<file path="src/rtl/fifo_pkg.sv">
// fifo_pkg: shared async-FIFO definitions (pointer width, Gray conversions).
// Used by the write-side wfull block, the read-side empty block and the FIFO top.
// Contents:
//   DEPTH, N, PW  default FIFO depth, address width and pointer width (N+1)
//   bin2gray      binary to Gray, any width up to 32 (caller truncates)
//   gray2bin      Gray to binary, any width up to 32 (input zero-extended)
package fifo_pkg;
   localparam int DEPTH = 8;
   localparam int N = $clog2(DEPTH);
   localparam int PW = N + 1;
   function automatic logic [31:0] bin2gray(input logic [31:0] b);
      return b ^ (b >> 1);
   endfunction
   // Each binary bit is the XOR of all Gray bits at or above it.
   function automatic logic [31:0] gray2bin(input logic [31:0] g);
      logic [31:0] b;
      for (int i = 0; i < 32; i++) b[i] = ^(g >> i);
      return b;
   endfunction
endpackage

</file>
<file path="src/rtl/wfull_if.sv">
// wfull_if: write-side handshake bundle between producer/FIFO top and wfull.
// Signals:
//   winc          producer write request
//   wq2_rptr      Gray read pointer from the read domain (asynchronous)
//   waddr, wen    memory write address / enable
//   wptr          registered Gray write pointer toward the read domain
//   wfull, wovf   full flag, overflow pulse
//   walmost_full  only when WFULL_ALMOST_EN is defined
// Modports: master (producer side), slave (wfull block).
interface wfull_if #(parameter int n = fifo_pkg::N);
   logic         winc;
   logic [n:0]   wq2_rptr;
   logic [n-1:0] waddr;
   logic         wen;
   logic [n:0]   wptr;
   logic         wfull;
   logic         wovf;
`ifdef WFULL_ALMOST_EN
   logic         walmost_full;
   modport master(output winc, wq2_rptr, input waddr, wen, wptr, wfull, wovf, walmost_full);
   modport slave(input winc, wq2_rptr, output waddr, wen, wptr, wfull, wovf, walmost_full);
`else
   modport master(output winc, wq2_rptr, input waddr, wen, wptr, wfull, wovf);
   modport slave(input winc, wq2_rptr, output waddr, wen, wptr, wfull, wovf);
`endif
endinterface

</file>
<file path="src/rtl/sync_2ff.sv">
// sync_2ff: generic two-flop synchronizer with async active-low reset.
// Ports:
//   clk    destination clock
//   rst_n  asynchronous active-low reset, clears both stages
//   d      asynchronous input (Gray-coded so at most one bit moves at a time)
//   q      synchronized output (second stage)
module sync_2ff #(parameter int W = 4) (
   input  logic         clk,
   input  logic         rst_n,
   input  logic [W-1:0] d,
   output logic [W-1:0] q
);
   logic [W-1:0] s0;
   always_ff @(posedge clk or negedge rst_n)
      if (!rst_n) {q, s0} <= '0;
      else {q, s0} <= {s0, d};
endmodule

</file>
<file path="src/rtl/wfull.sv">
// wfull: async-FIFO write pointer, Gray pointer export and full/overflow flags.
// Ports:
//   wclk    write-domain clock
//   wrst_n  asynchronous active-low reset
//   w       wfull_if.slave: winc, wq2_rptr in; waddr, wen, wptr, wfull, wovf
//           (and walmost_full) out
// Optional feature: define WFULL_ALMOST_EN to add walmost_full, asserted when
// the occupancy after this edge is at least depth - afull_thr.
module wfull
   import fifo_pkg::*;
#(
   parameter int depth = 8,
   parameter int n = $clog2(depth),
   parameter int afull_thr = 2
) (
   input logic wclk,
   input logic wrst_n,
   wfull_if.slave w
);
   localparam int pw = n + 1;
   logic [n:0] wbin, wbin_next, wgray_next, s1;
   sync_2ff #(.W(pw)) u_sync (.clk(wclk), .rst_n(wrst_n), .d(w.wq2_rptr), .q(s1));
   assign w.wen = w.winc & ~w.wfull;
   assign w.waddr = wbin[n-1:0];
   assign wbin_next = wbin + {{n{1'b0}}, w.wen};
   assign wgray_next = pw'(bin2gray(32'(wbin_next)));
   // Full when the next write pointer equals the read pointer with its top
   // two Gray bits inverted (same address, opposite wrap).
   always_ff @(posedge wclk or negedge wrst_n)
      if (!wrst_n) begin
         wbin   <= '0;
         w.wptr <= '0;
         w.wfull <= 1'b0;
         w.wovf <= 1'b0;
      end else begin
         wbin   <= wbin_next;
         w.wptr <= wgray_next;
         w.wfull <= wgray_next == {~s1[n:n-1], s1[n-2:0]};
         w.wovf <= w.winc & w.wfull;
      end
`ifdef WFULL_ALMOST_EN
   logic [n:0] rbin_s, used;
   assign rbin_s = pw'(gray2bin(32'(s1)));
   assign used = wbin_next - rbin_s;
   always_ff @(posedge wclk or negedge wrst_n)
      if (!wrst_n) w.walmost_full <= 1'b0;
      else w.walmost_full <= int'(used) >= depth - afull_thr;
`endif
endmodule

</file>
<file path="src/flat_wrapper.sv">
// flat-port wrapper written by rule: the top's interface ports become plain ports
module wfull_flat import fifo_pkg::*;
#(
   parameter int depth = 8,
   parameter int n = $clog2(depth),
   parameter int afull_thr = 2
)
  (wclk, wrst_n, w_winc, w_wq2_rptr, w_waddr, w_wen, w_wptr, w_wfull, w_wovf);
  wfull_if #(.n(n)) w_i ();
  input logic wclk;
  input logic wrst_n;
  input wire logic [$bits(w_i.winc)-1:0] w_winc;
  input wire logic [$bits(w_i.wq2_rptr)-1:0] w_wq2_rptr;
  output wire logic [$bits(w_i.waddr)-1:0] w_waddr;
  output wire logic [$bits(w_i.wen)-1:0] w_wen;
  output wire logic [$bits(w_i.wptr)-1:0] w_wptr;
  output wire logic [$bits(w_i.wfull)-1:0] w_wfull;
  output wire logic [$bits(w_i.wovf)-1:0] w_wovf;
  assign w_i.winc = w_winc;
  assign w_i.wq2_rptr = w_wq2_rptr;
  assign w_waddr = w_i.waddr;
  assign w_wen = w_i.wen;
  assign w_wptr = w_i.wptr;
  assign w_wfull = w_i.wfull;
  assign w_wovf = w_i.wovf;
  wfull #(.depth(depth), .n(n), .afull_thr(afull_thr)) u_core (.wclk(wclk), .wrst_n(wrst_n), .w(w_i));
endmodule
</file>
<file path="config.mk">
export PLATFORM = sky130hd
export DESIGN_NAME = wfull_flat
export DESIGN_NICKNAME = d
export VERILOG_FILES = /design/src/rtl/fifo_pkg.sv /design/src/rtl/wfull_if.sv /design/src/rtl/sync_2ff.sv /design/src/rtl/wfull.sv /design/src/flat_wrapper.sv
export SDC_FILE = /design/constraint.sdc
export NUM_CORES = 1
export LEC_CHECK = 0
export ABC_AREA = 1
export CORE_UTILIZATION = 44
export CTS_BUF_LIST = sky130_fd_sc_hd__clkbuf_4 sky130_fd_sc_hd__clkbuf_8
export DETAILED_ROUTE_END_ITERATION = 10
export GPL_TIMING_DRIVEN = 1
export PLACE_DENSITY = 0.75
export SLEW_MARGIN = 40
export SYNTH_ARGS = -nofsm -noshare
export SYNTH_HDL_FRONTEND = slang
export SYNTH_SLANG_ARGS = --single-unit
</file>
<file path="constraint.sdc">
create_clock -name wclk -period 1.6 [get_ports wclk]
set_input_delay 0.24 -clock wclk [delete_from_list [all_inputs] [get_ports wclk]]
set_output_delay 0.24 -clock wclk [all_outputs]
set_load 0.05 [all_outputs]
</file>
; ---- Yosys cells after proc, flatten, opt, wreduce, memory -nomap -nowiden
; Index checks and enable logic that the tools add are counted.
[op_classes]
n_addsub = 1
multipliers = 0
div = 0
magnitude_cmp = 0
eq_ne = 1
shifts = 0
mux = 0
bitwise_logic = 5
n_reduce_logical = 0
[op_table]
columns = op, n
row1 = adder 4 x 1 -> 4 bit, 1
row2 = == test 4 bit, 1
row3 = XOR 4 x 3 -> 4 bit, 1
row4 = AND 1 bit, 2
row5 = inverter 2 bit, 1
row6 = inverter 1 bit, 1
[word_totals]
reg_bits = 18
latch_bits = 0
ramBits = 0
romBits = 0
inputBits = 7
out_inout_bits = 10
elab_cells = 13
n_memories = 0

; ---- Depth between registers and ports, before layout
[depth]
word_depth = 5
ltp_mapped = 12
depth_no_buf = 12

; ---- Cells and area by module
; A second synthesis with hierarchy kept.
[hier_totals]
cells_unflattened = 67
area_unflattened_um2 = 669.4
[modules_own_cells]
columns = module, instances, cells_each, area_per_inst_um2, seq_area_each_um2
row1 = wfull, 1, 59, 469.2, 225.2
row2 = sync_2ff, 1, 8, 200.2, 200.2

; ---- Worst setup path before layout
; No wires, ideal clock.
[synth_path]
path_kind = flip-flop to flip-flop
start = register u_core.w.wfull
end = register u_core.w.wfull
setup_ns = 0.114
arrival_time_ns = 2.419
slack_ns = -0.933
stages_incl_launch_ff = 10
period_less_slack_ns = 2.533
cell_sequence = dfrtp_1 -> nor2_1 -> ha_1 -> ha_1 -> xor2_1 -> inv_1 -> nand2_1 -> nand2_1 -> nand3_1 -> nor2_1
[synth_via]
elab_chain_len = 5
[synth_lines]
columns = element, line_no
row1 = "start, declared", wfull_if.sv:24  ; modport slave(input winc, wq2_rptr, output waddr, wen, wptr, wfull, wovf);
row2 = "start signal, assigned", wfull.sv:38  ; w.wfull <= wgray_next == {~s1[n:n-1], s1[n-2:0]};
row3 = inverter 1 bit, wfull.sv:23  ; assign w.wen = w.winc & ~w.wfull;
row4 = AND 1 bit, wfull.sv:23
row5 = net w_wen, flat_wrapper.sv:15  ; output wire logic [$bits(w_i.wen)-1:0] w_wen;
row6 = adder 4 x 1 -> 4 bit, wfull.sv:25  ; assign wbin_next = wbin + {{n{1'b0}}, w.wen};
row7 = net u_core.wbin_next[1], wfull.sv:21  ; logic [n:0] wbin, wbin_next, wgray_next, s1;
row8 = XOR 4 x 3 -> 4 bit, fifo_pkg.sv:12  ; return b ^ (b >> 1);
row9 = net u_core.wgray_next[0], wfull.sv:21
row10 = == test 4 bit, wfull.sv:38
; The timed path passes the listed nets, and every way through them passes these cells.

; ---- Worst setup path in the final report
[layout_path]
start = register u_core.w.wfull
end = register u_core.w.wfull
[layout_via]
elab_chain_len = 5
[layout_lines]
columns = element, line_no
row1 = inverter 1 bit, wfull.sv:23
row2 = AND 1 bit, wfull.sv:23
row3 = adder 4 x 1 -> 4 bit, wfull.sv:25
row4 = net u_core.wbin_next[1], wfull.sv:21
row5 = XOR 4 x 3 -> 4 bit, fifo_pkg.sv:12
row6 = net u_core.wgray_next[0], wfull.sv:21
row7 = == test 4 bit, wfull.sv:38
; The timed path passes the listed nets, and every way through them passes these cells.

==> key figures <==
STA
  – Worst Tran Pin Value: 0.3104 ns
  – Minimum clock period: 1.530 ns
  – Setup tns final: 0 ns
  – Max Slew Vio Count: 0
  – Slew HR: 79.31%
  – RSZ-0062 raised after global routing: yes
  – Fmax: 653.4 MHz
  – Final Setup Violations: 0
  – Final Hold Fails: 0
  – Final Skew: 0.004439 ns
  – Setup WS post-layout: 0.06963 ns
  – Final worst-path cycle share: 95.65%

Setup path
  – Crit Path Max Fanout: 5
  – CP Launch Type: flop
  – CP required: 1.81 ns
  – Worst EP arrival: 1.74 ns
  – CP Class: reg2reg
  – Worst Setup End Kind: flop

Power
  – Cell area power density: 2355 mW/mm²
  – Sw frac: 46.84%
  – NetSw: 1.126 mW
  – Pleak: 0.5314 nW
  – Max IR drop VDD: 1.363 mV
  – Clock power frac: 9.3%
  – Seq pwr share: 27.9%
  – Combinational power share: 62.9%
  – Int Pwr: 1.278 mW

GRT
  – GRT Resource Usage Total: 16.67%
  – Grt ovf: 0
  – First-pass GRT wire length: 2208 µm
  – Largest net degree at the start of global routing: 18
  – Initial antenna violation count: 0
  – Vias in the first global route: 577

Detailed routing
  – Avg WL per Cell: 11.44 µm
  – DR DRC count: 0
  – Overall via count from detail_route: 539
  – Starting DRT DRC Count: 2
  – Vias per cell: 4.813
  – Routed Antenna Nets: 0
  – Routed WL: 1281 µm
  – DRT Pass-1 Iters: 2

Die
  – Die area: 0.001720 mm²
  – Starting Density: 50.18%
  – Core area: 0.001366 mm²
  – Die width: 41.48 µm
  – Io pins: 17
  – Die Y: 41.48 µm
  – # rows: 13

Clock tree
  – Cts hold-fix bufs: 0
  – CTS H-Tree Depth: 1
  – Clock latency on the worst-skew pair: 0.28 ns
  – CTS max path bufs: 2
  – Clk root buf: clkbuf_4
  – Clock slew at the register clock pins of the worst setup and hold paths: 0.10 ns
  – TritonCTS buffer count: 3
  – CTS sink cnt: 17
  – TritonCTS clock tree: yes

Cells and area
  – Syn-to-layout area delta: 48.91%
  – Nets: 107
  – Share of cells above drive strength 1: 38.14%
  – Number of diodes: 0
  – Final Non-Filler Cells: 112
  – Post-route design area: 0.001021 mm²
  – Fillcell total: 97

Job
  – Max cap viols: 0

Status
  – Status: completed

Hold path
  – Worst min path class: in2async

Synth
  – Netlist Area Pre-Place: 685.7 µm²
  – Syn. warnings: 0
  – Number of synthesized register bits: 17
  – Net count after synthesis: 78
  – Mean Syn Cell Area: 9.937 µm²
  – Synth cell types: 11
  – Sequential share of the synthesized area: 62.04%
  – Cells after Synth: 69

Placement
  – PortBufs: 16
  – Post-DP HPWL: 1016 µm
  – Placement Cell Area: 968.4 µm²
  – Pre-CTS setup slack: -0.3335 ns
  – Placed cell count: 106
  – Final Wtd Congestion: 0.8424
==> layout by cell type (no fill, tap or decap), drive strengths merged <==
cell | netlist | routed
inv | 11 | 11
clkinv | 0 | 1
clkbuf | 0 | 3
nor2 | 2 | 2
buf | 0 | 18
nand3 | 13 | 13
dfrtp | 17 | 17
ha | 2 | 2
dlygate4sd2 | 0 | 1
clkdlybuf4s50 | 0 | 5
nand4 | 2 | 2
xor2 | 1 | 1
nand2 | 21 | 21
==> worst paths after layout <==
kind	to	start	slack, ns	cells after the start
setup / recovery	u_core.w.wfull$_DFF_PN0_	u_core.w.wfull$_DFF_PN0_	0.07	9
hold / removal	u_core.w.wptr[1]$_DFF_PN0_	wrst_n	0.26	2
setup reg to reg	u_core.w.wfull$_DFF_PN0_	u_core.w.wfull$_DFF_PN0_	0.07	9
hold reg to reg	u_core.u_sync.q[3]$_DFF_PN0_	u_core.u_sync.s0[3]$_DFF_PN0_	0.36	0
max in group asynchronous	u_core.w.wfull$_DFF_PN0_	wrst_n	1.14	2
min in group wclk	u_core.w.wovf$_DFF_PN0_	w_winc	0.33	3
==> cells by family (layout without fill, tap and decap cells) <==
group	count (synthesis)	count (layout)	synth area share, %
fa+ha+maj	2	2	3.649
xor+xnor	1	1	1.278
simple gates	38	38	27.01
flops	17	17	62.04
buf+inv	11	39	6.022
==> sequential cells by signal (all words and copies together), names as in the netlist <==
name and count:
u_core.w.wptr 4, u_core.w.wfull 1, u_core.w.wovf 1, u_core.u_sync.q 4, u_core.wbin 3, u_core.u_sync.s0 4
==> power groups by stage <==
stage | registers, mW | clock network [mW] | logic, mW
finish | 0.670 | 0.223 | 1.51
detailed placement | 0.678 | 0 | 1.44
global placement | 0.671 | 0 | 1.40
floorplan | 1.01 | 0 | 0.590
global route | 0.686 | 0.247 | 1.62
CTS | 0.670 | 0.230 | 1.45
==> metrics by stage <==
step / utilization, % / power, mW / hold slack (ns)
finish: 74.73 / 2.404 / 0.2578
global route: 74.73 / 2.552 / 0.2971
CTS: 73.35 / 2.351 / 0.2654
detailed placement: 70.88 / 2.116 / 0.3358
global placement: 70.88 / 2.068 / 0.3314
floorplan: - / 1.605 / -0.05559
==> cell type report <==
type	instances	area, µm²	area share, %
Clock inverter	1	5.005	0.4902
Sequential cell	17	426.7	41.79
Timing Repair Buffer	24	231.5	22.67
Multi-Input combinational cell	41	275.3	26.96
Clock buffer	3	22.52	2.206
Tap cell	15	18.77	1.838
Inverter	11	41.29	4.044
==> routing by layer <==
metal	vias up	part of all wire, %	GRT usage, %	wire [µm]
li1	272	-	-	-
met1	249	41	19.71	521
met2	14	54	26.56	697
met3	4	2.4	3.043	31
met4	0	2.3	12.90	30
met5	-	0	0	0
==> repair_timing <==
item,CTS,global route
cloned,0,0
pin swaps,2,6
endpoints found under the hold margin,0,0
gates resized for setup,2,1
endpoints found under the setup margin,1,1
buffers inserted,1,1
==> synth_stat cells (all sizes together) <==
cell type | n | share of area, %
dfrtp | 17 | 62
ha | 2 | 3.6
inv | 11 | 6.0
nand2 | 21 | 13
nand3 | 13 | 10
nand4 | 2 | 2.7
nor2 | 2 | 1.1
xor2 | 1 | 1.3
==> worst max-delay path, cell delays in order (launching register included) <==
cell     delay, ns
dfrtp_2       0.45
nor2_4        0.12
ha_4          0.17
ha_4          0.23
xor2_4        0.16
inv_1         0.05
nand2_1       0.04
nand2_1       0.08
nand3_1       0.07
nor2_1        0.10
Power figures use the tool's default switching activity.
